--- src/rtl/dht_read_scheduler.sv ---
// Read scheduler for an external DHT11 transaction engine: power-on wait, read spacing,
// timeout/retry accounting, last-good-frame latch and over-temperature flag with hysteresis.
module dht_read_scheduler #(
    parameter int unsigned CLK_PER_US  = 50,
    parameter int unsigned POWER_ON_US = 1000000,
    parameter int unsigned INTERVAL_US = 2000000,
    parameter int unsigned TIMEOUT_US  = 50000,
    parameter int unsigned MAX_RETRY   = 3,
    parameter int unsigned TH_HI       = 30,
    parameter int unsigned TH_LO       = 28
) (
    input  logic        clk,
    input  logic        rst,
    input  logic        enable,
    output logic        eng_start,
    output logic        eng_abort,
    input  logic        eng_done,
    input  logic        eng_ok,
    input  logic [31:0] eng_data,
    output logic [31:0] data_valid,
    output logic        valid,
    output logic        stale,
    output logic        fault,
    output logic [7:0]  err_count,
    output logic        TH,
    output logic        busy
);

    typedef enum logic [2:0] {
        StPowerOn,
        StIdle,
        StStart,
        StWaitDone,
        StWaitInterval
    } state_e;

    localparam int unsigned PreW = (CLK_PER_US > 1) ? $clog2(CLK_PER_US) : 1;
    localparam logic [PreW-1:0] PreMax = PreW'(CLK_PER_US - 1);
    localparam logic [21:0] PowerOnCnt  = 22'(POWER_ON_US);
    localparam logic [21:0] IntervalCnt = 22'(INTERVAL_US);
    localparam logic [21:0] TimeoutCnt  = 22'(TIMEOUT_US);
    localparam logic [3:0]  MaxRetry    = 4'(MAX_RETRY);
    localparam logic [7:0]  ThHi        = 8'(TH_HI);
    localparam logic [7:0]  ThLo        = 8'(TH_LO);

    state_e state_q, state_d;
    logic [PreW-1:0] pre_q;
    logic [21:0] us_cnt_q;
    logic        us_tick;
    logic        timeout;
    logic        attempt_ok;
    logic        attempt_fail;
    logic [3:0]  fail_q;
    logic [4:0]  fail_next;
    logic [7:0]  temp;

    logic [31:0] data_q;
    logic        valid_q, stale_q, fault_q, th_q;
    logic [7:0]  err_q;

    assign us_tick   = (pre_q == PreMax);
    assign timeout   = (us_cnt_q >= TimeoutCnt);
    assign fail_next = {1'b0, fail_q} + 5'd1;
    assign temp      = eng_data[15:8];

    // State register
    always_ff @(posedge clk) begin
        if (rst) begin
            state_q <= StPowerOn;
        end else begin
            state_q <= state_d;
        end
    end

    // Next-state logic
    always_comb begin
        state_d = state_q;
        unique case (state_q)
            StPowerOn: begin
                if (us_cnt_q >= PowerOnCnt) state_d = enable ? StStart : StIdle;
            end
            StIdle: begin
                if (enable) state_d = StWaitInterval;
            end
            StStart: begin
                state_d = StWaitDone;
            end
            StWaitDone: begin
                if (eng_done || timeout) state_d = StWaitInterval;
            end
            StWaitInterval: begin
                if (us_cnt_q >= IntervalCnt) state_d = enable ? StStart : StIdle;
            end
            default: begin
                state_d = StPowerOn;
            end
        endcase
    end

    // Output decode; eng_done beats a coincident timeout
    always_comb begin
        eng_start    = (state_q == StStart);
        busy         = (state_q == StStart) || (state_q == StWaitDone);
        eng_abort    = (state_q == StWaitDone) && timeout && !eng_done;
        attempt_ok   = (state_q == StWaitDone) && eng_done && eng_ok;
        attempt_fail = (state_q == StWaitDone) && (eng_done ? !eng_ok : timeout);
    end

    // Free-running prescaler; the us counter restarts on every state change
    always_ff @(posedge clk) begin
        if (rst) begin
            pre_q    <= '0;
            us_cnt_q <= '0;
        end else begin
            pre_q <= us_tick ? '0 : pre_q + 1'b1;
            if (state_d != state_q) begin
                us_cnt_q <= '0;
            end else if (us_tick) begin
                us_cnt_q <= us_cnt_q + 1'b1;
            end
        end
    end

    always_ff @(posedge clk) begin
        if (rst) begin
            data_q  <= '0;
            valid_q <= 1'b0;
            stale_q <= 1'b0;
            fault_q <= 1'b0;
            th_q    <= 1'b0;
            err_q   <= '0;
            fail_q  <= '0;
        end else if (attempt_ok) begin
            data_q  <= eng_data;
            valid_q <= 1'b1;
            stale_q <= 1'b0;
            fault_q <= 1'b0;
            fail_q  <= '0;
            if (temp > ThHi) begin
                th_q <= 1'b1;
            end else if (temp < ThLo) begin
                th_q <= 1'b0;
            end
        end else if (attempt_fail) begin
            if (err_q != 8'hFF) err_q <= err_q + 8'd1;
            if (fail_next >= {1'b0, MaxRetry}) begin
                fault_q <= 1'b1;
                stale_q <= 1'b1;
                fail_q  <= MaxRetry;
            end else begin
                fail_q <= fail_next[3:0];
            end
        end
    end

    assign data_valid = data_q;
    assign valid      = valid_q;
    assign stale      = stale_q;
    assign fault      = fault_q;
    assign TH         = th_q;
    assign err_count  = err_q;

endmodule
--- config.mk ---
export PLATFORM = sky130hd
export DESIGN_NAME = dht_read_scheduler
export DESIGN_NICKNAME = d
export VERILOG_FILES = /design/src/rtl/dht_read_scheduler.sv
export SDC_FILE = /design/constraint.sdc
export NUM_CORES = 1
export LEC_CHECK = 0
export ABC_AREA = 1
export CAP_MARGIN = 20
export CORE_MARGIN = 2
export CORE_UTILIZATION = 46
export DETAILED_ROUTE_END_ITERATION = 7
export PLACE_DENSITY_LB_ADDON = 0.12
export SYNTH_ARGS = -nofsm -noshare
export SYNTH_HDL_FRONTEND = slang
export SYNTH_SLANG_ARGS = --single-unit
--- constraint.sdc ---
create_clock -name clk -period 1.55 [get_ports clk]
set_clock_uncertainty 0.05 [all_clocks]
set_input_delay 0.31 -clock clk [delete_from_list [all_inputs] [get_ports clk]]
set_output_delay 0.31 -clock clk [all_outputs]
set_load 0.01 [all_outputs]
### Yosys cells after proc, flatten, opt, wreduce, memory -nomap -nowiden

Cells that the tools add are included.

| storage, ports and cells | value |
|---|---|
| register bits | 78 |
| latch bits | 0 |
| bits in writable memories | 0 |
| bits in read-only memories | 0 |
| output and inout bits | 47 |
| word-level logic and storage cells | 54 |
| memories kept | 0 |

| operators by class | value |
|---|---|
| $add $sub $neg | 4 |
| multipliers | 0 |
| div/mod/pow operators | 0 |
| $lt $le $gt $ge | 6 |
| eq/ne operators | 7 |
| shift operators | 0 |
| muxes and demuxes | 10 |
| bitwise gates (word level) | 1 |
| reduce and logical (&&, ||, !) cells | 17 |

Operator list:

| kind | count |
|---|---|
| $add A22 B1 Y22 const B | 1 |
| $ge A22 B16 Y1 const B | 1 |
| $ge A22 B20 Y1 const B | 1 |
| $ge A22 B21 Y1 const B | 1 |
| $pmux W3 S5 | 1 |
| $mux W3 | 4 |
| $add A8 B1 Y8 const B | 1 |
| $gt A8 B5 Y1 const B | 1 |
| $lt A8 B5 Y1 const B | 1 |
| $ne A8 B8 Y1 const B | 1 |
| $add A6 B1 Y6 const B | 1 |
| $eq A3 B2 Y1 const B | 2 |
| $eq A6 B6 Y1 const B | 1 |
| $reduce_or A2 Y1 | 3 |
| $add A4 B1 Y5 const B | 1 |
| $ge A5 B2 Y1 const B | 1 |
| $logic_and A1 B1 Y1 | 5 |
| $mux W4 | 1 |
| $reduce_and A2 Y1 | 2 |
| $eq A3 B1 Y1 const B | 1 |
| $eq A3 B3 Y1 const B | 1 |
| $logic_not A3 Y1 | 1 |
| $mux W1 | 3 |
| $ne A3 B3 Y1 | 1 |
| 6 further kinds | 8 |

### Depth between registers and ports, before layout

Gate-level depths: netlist (run 1).

| logic depth | value |
|---|---|
| depth in word-level cells | 6 |
| gate-level depth with buffers | 15 |

### Worst setup path after synthesis (run 1)

No wires, ideal clock.

| path | value |
|---|---|
| path type | register to register |
| start | reg state_q[1] |
| end | reg us_cnt_q[1] |
| library setup time | 0.119 ns |
| arrival | 1.514 ns |
| slack | -0.132 ns |
| cell stages (with the launch flop) | 11 |
| buffers on the path | 1 |
| clock period less this slack | 1.682 ns |
| path through | dfxtp_1 > inv_1 > nor3_1 > inv_1 > nand2_1 > clkinv_1 > nand3_1 > nand3_2 > nand3_2 > buf_6 > nor2_2 |

| on the way | value |
|---|---|
| word-level cells in the longest chain between the ends | 4 |
| elaborated cells between the ends (all ways) | 12 |

RTL lines:

| item | RTL line | text |
|---|---|---|
| start, declared | 46 | `state_e state_q, state_d;` |
| start signal, assigned | 69 | `state_q <= StPowerOn;` |
| start signal, assigned | 71 | `state_q <= state_d;` |
| $eq A3 B2 Y1 | - |  |
| net eng_start | 15 | `output logic eng_start,` |
| $pmux W3 S5 | 78 | `unique case (state_q)` |
| $ne A3 B3 Y1 | 116 | `if (state_d != state_q) begin` |
| $reduce_or A2 Y1 (no source line) | - |  |
| end signal, assigned | 119 | `us_cnt_q <= us_cnt_q + 1'b1;` |
| end, declared | 48 | `logic [21:0] us_cnt_q;` |

The timed path passes the listed nets, and every way through them passes these cells.
A chain may end at the register's enable or synchronous reset.

### Worst setup path after layout (run 1)

| path | value |
|---|---|
| start | reg us_cnt_q[19] |
| end | reg us_cnt_q[19] |

| on the way | value |
|---|---|
| word-level cells in the longest chain between the ends | 6 |
| elaborated cells between the ends (all ways) | 11 |

RTL lines:

| item | RTL line | text |
|---|---|---|
| $ge A22 B16 Y1 | 62 | `assign timeout = (us_cnt_q >= TimeoutCnt);` |
| $logic_or A1 B1 Y1 | 89 | `if (eng_done \|\| timeout) state_d = StWaitInterval;` |
| $mux W3 | 89 |  |
| $pmux W3 S5 | 78 |  |
| $ne A3 B3 Y1 | 116 |  |
| $reduce_or A2 Y1 (no source line) | - |  |

Several ways; a longest one is shown, not always the timed one.

==> metrics.md, run 1 <==
| Metric | Value |
|---|---|
| Post-Syn Instances | 503 |
| DR vias/cell | 4.87 |
| Psw | 0.00120 W |
| Effective utilization at floorplan | 0.468 |
| Hold Vio Cnt, Final | 0 |
| Routability cong. | just under 0.9 |
| Period minus WS final | 1.89 ns |
| Hold buffer count at CTS | 0 |
| H-tree levels | 3 |
| Result of the run | complete, but fails checks |
| Die Footprint | 8980 sq um |
| Clock tree from TritonCTS | built |
| Achievable clock frequency | 530 MHz |
| Average size of a mapped cell | roughly 7.5 sq um |
| Standby leakage power | 2.77 nW |
| CP endpoint kind | flop |
| Sum of routed wire length over all layers | 10,600 um |
| Relative slew margins | 0.785 |
| Tightest Hold Check Type | flop to flop |
| Required time reported for the critical path endpoint | 1.73 ns |
| 1st-iter DRT viols | roughly 120 |
| Port-buffer cells | slightly above 80 |
| Async set-reset flop share out of synthesis | 0 |
| Synth warn | 0 |
| Synth cell types | 35 |
| Number of global-route vias before repair | approximately 3,800 |
| Fraction of power consumed by combinational cells | 0.200 |
| Max-capacitance violation count | 0 |
| Proportion of total power due to net switching | 0.267 |
| Final design utilization | 0.737 |
| Cell area after placement | between 5000 and 6000 sq um |
| Largest net degree at the start of global routing | 23 |
| Tightest Pin Transition | 0.320 ns |
| Site Rows | 33 |
| Via Count | 3,895 |
| Peak supply drop | 0.000547 V |
| Setup slack of the critical path after layout | -0.337 ns |
| Leading register cell type out of synthesis | dfxtp_1 |
| Initial antenna violation count | 0 |
| Tot GR Track Use | 0.235 |
| Largest fanout on the critical path | 6 |
| Pins over their slew limit | 0 |
| Placeable core region | 8090 sq um |
| Total I/O pin count | 84 |
| Post-detailed-placement half-perimeter wirelength | 7320 um |
| Clock edge transition at the registers on the reported setup and hold paths | 0.08 ns |
| Number of buffers inserted during clock tree synthesis | 9 |
| Syn_nets | between 500 and 600 |
| Maximum clock insertion buffer count | 2 |
| WHS | 0.411 ns |
| CTS sink cnt | 78 |
| Internal | 0.00329 W |
| Portion of the post-synthesis area used by sequential elements | 0.412 |
| Number of optimization iterations in the first detailed-route pass | 4 |
| Clk Latency, worst-skew pair | 0.34 ns |
| Unrepaired setup endpoints after global routing | yes |
| Relative contribution of sequential cells to total power | 0.455 |
| Clock power frac | 0.345 |
| Routed Antenna Nets | 0 |
| Global-route wire length before repair | 16,800 um |
| Crit path launch type | flop |
| WL per Instance | 13.3 um |
| Area of all placed cells without fillers | around 6000 sq um |
| Seq cells post-synth | 78 |
| Proportion of layout cells with a drive suffix above 1 | 0.362 |
| Crit path DAT | slightly above 2 ns |
| Die width | 94.8 um |
| Setup violators final | 37 |
| Violated checks | setup timing |
| Area added between synthesis and finish | 57.3% |
| Synth Cell Area | between 3000 and 4000 sq um |
| Remaining Overflow, GRT | 0 |
| Count of flip-flops with a built-in enable after synthesis | 0 |
| Worst setup path category | flop to flop |
| Power per cell area | 754 nW/um^2 |
| DRC errors left | 0 |
| Height of the die | 94.8 um |
| Fin crit share | 1.22 |
| Final layout net count | 733 |
| Master cell of the clock root buffer | clkbuf_8 |
| Ant diodes | 0 |
==> cell type report <==
class / instances / area [sq um]
repair buffers: 188 / 1660
clock inverters: 5 / 56.3
clock buffers: 11 / 141
inverters: 52 / 208
well taps: 105 / 131
multi-input cells: 360 / 2180
fillers: 649 / 2130
flip-flops and latches: 78 / 1590
==> flip-flops by register name (all words and copies together) (netlist names) <==
name,count
valid,1
pre_q,6
us_cnt_q,22
err_count,8
fail_q,4
data_valid,32
fault,1
TH,1
state_q,3
==> cell usage after synthesis, types with 5 or more instances <==
cell | count | area (sq um)
a21oi_1 | 18 | 90.1
clkbuf_1 | 10 | 37.5
dfxtp_1 | 78 | 1560
ha_1 | 7 | 87.6
inv_1 | 39 | 146
inv_2 | 11 | 41.3
nand2_1 | 67 | 251
nand2_2 | 9 | 56.3
nand3_1 | 21 | 105
nand3_2 | 8 | 80.1
nand4_1 | 7 | 43.8
nor2_1 | 100 | 375
nor2_2 | 25 | 156
nor2_4 | 7 | 78.8
nor3_1 | 10 | 50.1
o21ai_0 | 38 | 190
xnor2_1 | 5 | 43.8
xor2_1 | 20 | 175
==> through the flow <==
step | std cells | worst slack (ns) | total power (W) | TNS (ns)
floorplan | 503 | -0.0439 | 0.00240 | -0.712
global placement | 768 | -0.402 | 0.00270 | -17.17
detailed placement | 768 | -0.422 | 0.00271 | -19.18
CTS | 796 | -0.281 | 0.00440 | -7.17
global route | 799 | -0.433 | 0.00466 | -12.38
finish | 799 | -0.337 | 0.00449 | -8.57
==> layer usage <==
layer,vias up,wire length [um],global-route usage
li1,1983,-,-
met1,1810,4330,0.274
met2,87,5600,0.429
met3,15,503,0.0423
met4,0,157,0.0785
met5,-,0,0
==> power by group through the flow <==
stage / sequential [W] / combinational (W) / clock, W
finish: 0.00204 / 0.000898 / 0.00155
global route: 0.00205 / 0.000948 / 0.00166
CTS: 0.00204 / 0.000788 / 0.00157
detailed placement: 0.00209 / 0.000627 / 0
global placement: 0.00209 / 0.000617 / 0
floorplan: 0.00209 / 0.000311 / 0
==> path summary, 6_finish.rpt <==
check / slack [ns] / depth (start not counted) / start / end
max: -0.34 / 15 / us_cnt_q[19]$_SDFFE_PP0P_ / us_cnt_q[19]$_SDFFE_PP0P_
min reg2reg: 0.41 / 2 / data_valid[10]$_SDFFE_PP0P_ / data_valid[10]$_SDFFE_PP0P_
max reg2reg: -0.34 / 15 / us_cnt_q[19]$_SDFFE_PP0P_ / us_cnt_q[19]$_SDFFE_PP0P_
min: 0.41 / 2 / data_valid[10]$_SDFFE_PP0P_ / data_valid[10]$_SDFFE_PP0P_
==> cells by family after synthesis <==
| group | share of synthesized area |
|---|---|
| and+or+nand+nor | 0.344 |
| DFF | 0.412 |
| buffers and inverters | 0.0693 |
| AOI/OAI and AO/OA | 0.0938 |
| xor gates and xnor gates | 0.0578 |
| adders and majority gates | 0.0231 |
==> cells in the final DEF, fill, tap and decap left out, types with 6 or more instances in the layout <==
cell type        instances
nand4_1                  7
nand2_1                 55
nor2_1                  92
xor2_1                  20
dlygate4sd2_1           44
dfxtp_1                 56
dfxtp_2                 22
buf_4                   92
o21ai_0                 36
nor2_2                  26
nor2_4                  14
nand3_1                 16
inv_2                   13
inv_1                   33
a21oi_1                 14
clkbuf_8                10
buf_6                   11
nand3_2                 10
clkdlybuf4s50_1         36
ha_1                     6
nand2_2                 18
nor3_1                   9
==> worst max-delay path, stage by stage, from the launching register on <==
cell and delay, ns:
dfxtp_2 0.35, buf_4 0.13, nand2_2 0.06, inv_2 0.09
nand2_1 0.07, nor2_2 0.08, nand2_1 0.06, nand2_2 0.08
nand2_2 0.06, o21ai_1 0.09, nand2_1 0.10, nand3_2 0.09
nand3_2 0.08, nand3_4 0.17, clkbuf_16 0.19, nor2_2 0.03
==> repair_timing <==
item | in CTS | in global routing
setup buffers | 11 | 2
setup endpoints to repair | 85 | 74
cloned | 1 | 1
pin swaps | 11 | 3
gates resized for setup | 113 | 19
Power figures use the tool's default switching activity.
==> run 2, diff against run 1 <==
CAP_MARGIN = default   (was 20)
SKIP_CTS_REPAIR_TIMING = 1   (was default)
==> run 2 against run 1 <==
The run still ends with setup timing left. Setup slack lost 0.037 ns. Sequential power hardly changed. Clock power about the same. Critical endpoint is now us_cnt_q[18]$_SDFFE_PP0P_. Largest cell class unchanged.
==> metrics.md, run 2 (synthesis gave the netlist of run 1 again) <==
| Metric | Value |
|---|---|
| Result of the run | complete, but fails checks |
| Violated checks | setup timing |
| Remaining Overflow, GRT | 0 |
| Clock edge transition at the registers on the reported setup and hold paths | 0.08 ns |
| Pins over their slew limit | 0 |
| Relative contribution of sequential cells to total power | 0.455 |
| Effective utilization at floorplan | 0.468 |
| Master cell of the clock root buffer | clkbuf_8 |
| WHS | approximately 0.41 ns |
| Unrepaired setup endpoints after global routing | yes |
| Number of buffer and inverter instances along the worst setup path | 3 |
| Standby leakage power | 3.38 nW |
| DR vias/cell | 4.95 |
| Max-capacitance violation count | 0 |
| Peak supply drop | 0.000543 V |
| Commonest non-fill, non-tap cell in the layout | nor2_1 |
| Die Footprint | 8980 sq um |
| CP endpoint kind | flop |
| Length in cells of the worst reg-to-reg path | 13 |
| H-tree levels | 3 |
| Fin crit share | 1.24 |
| Proportion of total power due to net switching | 0.275 |
| Tot GR Track Use | 0.222 |
| Required time reported for the critical path endpoint | 1.73 ns |
| Internal | approximately 0.0032 W |
| Sum of routed wire length over all layers | 10,800 um |
| Largest net degree at the start of global routing | 23 |
| Series of cell instances along the critical path | buf_4 > inv_1 > nand2_1 > nor2_1 > a21oi_2 > nand2_2 > nand2_2 > nand4_1 > o21bai_1 > nand2_2 > nand3_4 > clkbuf_16 > nor2_4 |
| Placeable core region | 8090 sq um |
| Number of global-route vias before repair | 3,696 |
| Setup violators final | 39 |
| Relative slew margins | 0.769 |
| Setup slack of the critical path after layout | -0.374 ns |
| Number of buffers inserted during clock tree synthesis | 9 |
| Worst Min Path Start | data_valid[10]$_SDFFE_PP0P_ |
| Maximum clock insertion buffer count | 2 |
| CTS sink cnt | 78 |
| Flip-flop count of the largest register, all copies and words added | 32 |
| Site Rows | 33 |
| Routability cong. | 0.867 |
| Hold Vio Cnt, Final | 0 |
| Global-route wire length before repair | 16,000 um |
| Port-buffer cells | 83 |
| Clock tree from TritonCTS | built |
| Clk Latency, worst-skew pair | 0.34 ns |
| Proportion of layout cells with a drive suffix above 1 | 0.371 |
| Largest stage delay, worst path | 0.36 ns |
| Startpoint of the worst register-to-register path | us_cnt_q[21]$_SDFFE_PP0P_ |
| Ant diodes | 0 |
| Die width | 94.8 um |
| Worst reg-to-reg setup slack | -0.37 ns |
| Initial antenna violation count | 0 |
| Capturing point of the worst reg2reg path | us_cnt_q[18]$_SDFFE_PP0P_ |
| Psw | 0.00123 W |
| Post-detailed-placement half-perimeter wirelength | 7320 um |
| Final layout net count | 726 |
| Area taken by flip-flops and latches | 1600 sq um |
| 1st-iter DRT viols | 136 |
| Clock power frac | 0.344 |
| Commonest cells after routing, fill and taps aside | nor2_1, buf_4, dfxtp_1, nand2_1, dlymetal6s2s_1 |
| Tightest Pin Transition | 0.344 ns |
| CP max-delay cell | dfxtp_2 |
| Total I/O pin count | 84 |
| Crit-path most repeated cell | nand2_2 |
| Height of the die | between 90 and 100 um |
| Power per cell area | 724 nW/um^2 |
| Crit path DAT | 2.10 ns |
| Tightest Hold Check Type | flop to flop |
| Hold-critical path depth | 2 |
| Crit path launch type | flop |
| Largest fanout on the critical path | 6 |
| Via Count | 3,920 |
| Routed Antenna Nets | 0 |
| WL per Instance | 13.6 um |
| Number of optimization iterations in the first detailed-route pass | 5 |
| Worst setup path category | flop to flop |
| Final total power | 0.00448 W |
| Area added between synthesis and finish | 63.4% |
| Kind of cell adding the most delay to the critical path | simple AND/OR/NAND/NOR gates |
| Number of filler instances in the final layout | around 580 |
| Multi-input logic area | 2300 sq um |
| Achievable clock frequency | 520 MHz |
| WHS Endpoint | data_valid[10]$_SDFFE_PP0P_ |
| Fraction of power consumed by combinational cells | 0.201 |
| DRC errors left | 0 |
| Period minus WS final | 1.92 ns |
## run 2: stage by stage
| stage | instance area, sq um | cells | setup WS, ns | setup TNS [ns] | util |
|---|---|---|---|---|---|
| finish | 6190 | 792 | -0.374 | -10.12 | 0.765 |
| global route | 6190 | 792 | -0.472 | -13.76 | 0.765 |
| CTS | 5650 | 784 | -0.725 | -14.10 | 0.698 |
| detailed placement | 5450 | 768 | -0.422 | -19.18 | 0.674 |
| global placement | 5450 | 768 | -0.402 | -17.17 | 0.674 |
| floorplan | 3860 | 503 | -0.0439 | -0.712 | - |
## run 2: cell type report
| cell class | instances | area share |
|---|---|---|
| inverters | 52 | 0.0335 |
| repair inverters | 1 | 0.00101 |
| repair buffers | 180 | 0.283 |
| flip-flops and latches | 78 | 0.258 |
| multi-input cells | 360 | 0.371 |
| well taps | 105 | 0.0212 |
| clock inverters | 5 | 0.00909 |
| clock buffers | 11 | 0.0228 |
## run 2: routing by layer
layer  share of wire  wire (um)  GRT usage
met4           0.012        129     0.0700
met1            0.41       4460      0.265
met2            0.53       5670      0.400
met5               0          0          0
met3           0.049        529     0.0439
## run 2: worst max-delay path by stage
stage	start	cells after the start	to	slack, ns
finish	us_cnt_q[21]$_SDFFE_PP0P_	13	us_cnt_q[18]$_SDFFE_PP0P_	-0.37
global placement	eng_done	3	eng_abort	-0.40
global route	us_cnt_q[21]$_SDFFE_PP0P_	13	us_cnt_q[19]$_SDFFE_PP0P_	-0.47
floorplan	pre_q[3]$_SDFF_PP0_	12	us_cnt_q[21]$_SDFFE_PP0P_	-0.04
detailed placement	eng_done	3	eng_abort	-0.42
CTS	us_cnt_q[14]$_SDFFE_PP0P_	5	eng_abort	-0.73
## run 2: power by group through the flow
stage	Clock [W]	Combinational, W	Sequential [W]
after global placement	0	0.000617	0.00209
after detailed placement	0	0.000627	0.00209
after global routing	0.00166	0.000947	0.00204
after CTS	0.00157	0.000631	0.00204
final	0.00154	0.000899	0.00204
after floorplan	0	0.000311	0.00209
## run 2: worst register-to-register path, stage by stage (launching register included)
cell	delay (ns)
dfxtp_2	0.36
buf_4	0.14
inv_1	0.04
nand2_1	0.08
nor2_1	0.06
a21oi_2	0.14
nand2_2	0.10
nand2_2	0.10
nand4_1	0.08
o21bai_1	0.17
nand2_2	0.09
nand3_4	0.16
clkbuf_16	0.20
nor2_4	0.03
==> run 3, diff against run 2 <==
CORE_UTILIZATION = 54   (was 46)
clock period = 2.3 ns   (was 1.55 ns; I/O delays follow)
==> run 3 against run 2 <==
Combinational power down 60%. Sequential share of layout area increased by 5.3 points. Global-route usage up 1.8 points. Total power decreased by 35%. Highest routed layer unchanged. Via count shrank 11%. Non-clock buffer count shrank 85. Flip-flop and latch count did not move. Final area fell by 19%. The flow now finishes without violations. Core utilization down 2.4 points. Routed wire length fell by 19%. Clock power shrank 23%. Sequential power down 32%.
==> metrics.md, run 3 (synthesis gave the netlist of run 1 again) <==
| Metric | Value |
|---|---|
| Commonest non-fill, non-tap cell in the layout | nor2_1 |
| Die Footprint | 7700 sq um |
| Length in cells of the worst reg-to-reg path | 11 |
| GR peak layer | met2 |
| Hold Vio Cnt, Final | 0 |
| Fin Setup TNS | 0 ns |
| Global Route met2 Usage | 0.384 |
| Number of cells in the finished layout apart from fillers | 697 |
| Die width | 87.8 um |
| H-tree levels | 3 |
| Site Rows | 30 |
| Number of global-route vias before repair | 3,264 |
| Sum of routed wire length over all layers | 8760 um |
| Clock tree from TritonCTS | built |
| Final layout net count | 640 |
| WHS Endpoint | fail_q[3]$_SDFFE_PP0P_ |
| Area of all placed cells without fillers | 5030 sq um |
| Cell area after placement | 4790 sq um |
| Remaining Overflow, GRT | 0 |
| Relative slew margins | 0.774 |
| Fin crit share | 0.959 |
| Height of the die | 87.8 um |
| Max-capacitance violation count | 0 |
| Pins over their slew limit | 0 |
| Number of optimization iterations in the first detailed-route pass | 4 |
| Period minus WS final | 2.21 ns |
| Required time reported for the critical path endpoint | approximately 1.8 ns |
| Result of the run | complete, no violations |
| Routed Antenna Nets | 0 |
| CP endpoint kind | output pin |
| Achievable clock frequency | about 450 MHz |
| Crit path launch type | flop |
| Area added between synthesis and finish | 32.8% |
| Commonest cells after routing, fill and taps aside | nor2_1, clkdlybuf4s50_1, dfxtp_1, nand2_1, inv_1 |
| Tot GR Track Use | 0.241 |
| Met1 usage in global routing | 0.306 |
| Port-buffer cells | 83 |
| Placeable core region | ~6800 sq um |
| Worst Min Path Start | fail_q[3]$_SDFFE_PP0P_ |
| Ant diodes | 0 |
| WL per Instance | approximately 13 um |
| DRC errors left | 0 |
| Tightest Pin Transition | approximately 0.34 ns |
| Number of filler instances in the final layout | 513 |
| Post-detailed-placement half-perimeter wirelength | 6390 um |
| GR met3 Demand/Resource | 0.0895 |
| Largest fanout on the critical path | 4 |
| Clock edge transition at the registers on the reported setup and hold paths | 0.08 ns |
| Unrepaired setup endpoints after global routing | no |
| 1st-iter DRT viols | 125 |
| Total I/O pin count | 84 |
| Crit path DAT | 1.70 ns |
| DR vias/cell | about 5.0 |
| Placed Instances | approximately 680 |
| Hold-critical path depth | 2 |
| Startpoint of the worst register-to-register path | pre_q[0]$_SDFF_PP0_ |
| Proportion of layout cells with a drive suffix above 1 | 0.168 |
| Setup violators final | 0 |
| Tightest Hold Check Type | flop to flop |
| Initial antenna violation count | 0 |
| Effective utilization at floorplan | 0.558 |
| Capturing point of the worst reg2reg path | us_cnt_q[20]$_SDFFE_PP0P_ |
| Final design utilization | 0.741 |
| Worst setup path category | flop to output pin |
| Clk Latency, worst-skew pair | roughly 0.34 ns |
| Maximum clock insertion buffer count | 2 |
| Routability cong. | 0.891 |
| Flip-flop count of the largest register, all copies and words added | 32 |
| Worst reg-to-reg setup slack | 0.38 ns |
| Peak supply drop | 0.000487 V |
| CTS sink cnt | 78 |
| Via Count | between 3,000 and 4,000 |
| Master cell of the clock root buffer | clkbuf_8 |
| Largest net degree at the start of global routing | 37 |
| Number of buffers inserted during clock tree synthesis | 9 |
| Standby leakage power | ~2.0 nW |
| Power per cell area | 580 nW/um^2 |
| Global-route wire length before repair | 14,700 um |
==> run 3: cell count changes in the layout (fill, tap and decap cells not counted), moves of 11 or more <==
cell / previous run / this run
dfxtp_2: 19 / 4
dfxtp_1: 55 / 74
buf_4: 84 / 10
dlymetal6s2s_1: 44 / 1
nor2_4: 28 / 7
clkdlybuf4s50_1: 36 / 82
nand2_1: 54 / 67
nor2_2: 15 / 26
==> run 3: per-layer routing <==
| layer | share of wire | up-vias |
|---|---|---|
| li1 | - | 1790 |
| met1 | 0.43 | 1596 |
| met2 | 0.48 | 91 |
| met3 | 0.077 | 8 |
| met4 | 0.0083 | 0 |
| met5 | 0 | - |
==> run 3: layout make-up <==
cell class	instances	area [sq um]	area share
Clock buffer	11	151	0.0301
Clock inverter	5	78.8	0.0157
Inverter	52	195	0.0388
Multi-Input combinational cell	360	1970	0.392
Sequential cell	78	1570	0.311
Tap cell	96	120	0.0239
Timing Repair Buffer	95	948	0.188
==> run 3: per-stage QoR <==
stage	power (W)	hold WS, ns	setup slack (ns)
6_report	0.00292	0.415	0.0945
5_1_grt	0.00305	0.444	0.0103
4_1_cts	0.00294	0.418	-0.219
3_5_place_dp	0.00177	0.405	0.0848
3_3_place_gp	0.00176	0.395	0.101
2_1_floorplan	0.00161	0.385	0.618
==> run 3: worst max-delay path by stage <==
stage                                         from                  endpoint  depth (start not counted)
after CTS                 us_cnt_q[8]$_SDFFE_PP0P_                 eng_abort                          5
after global routing         state_q[1]$_SDFF_PP0_                      busy                          5
final                        state_q[1]$_SDFF_PP0_                      busy                          5
after detailed placement                  eng_done                 eng_abort                          3
after global placement                    eng_done                 eng_abort                          3
after floorplan              state_q[1]$_SDFF_PP0_  us_cnt_q[1]$_SDFFE_PP0P_                         10
==> run 3: critical path: stages, from the launching register on <==
cell and delay [ns]:
dfxtp_2 0.37, inv_1 0.10, nor3_2 0.17, inv_1 0.12, nand2_1 0.08, clkdlybuf4s50_1 0.53
==> run 3: power by group <==
part           internal, W  switching (W)
clock             0.000672       0.000504
sequential         0.00136      0.0000178
combinational     0.000171       0.000192
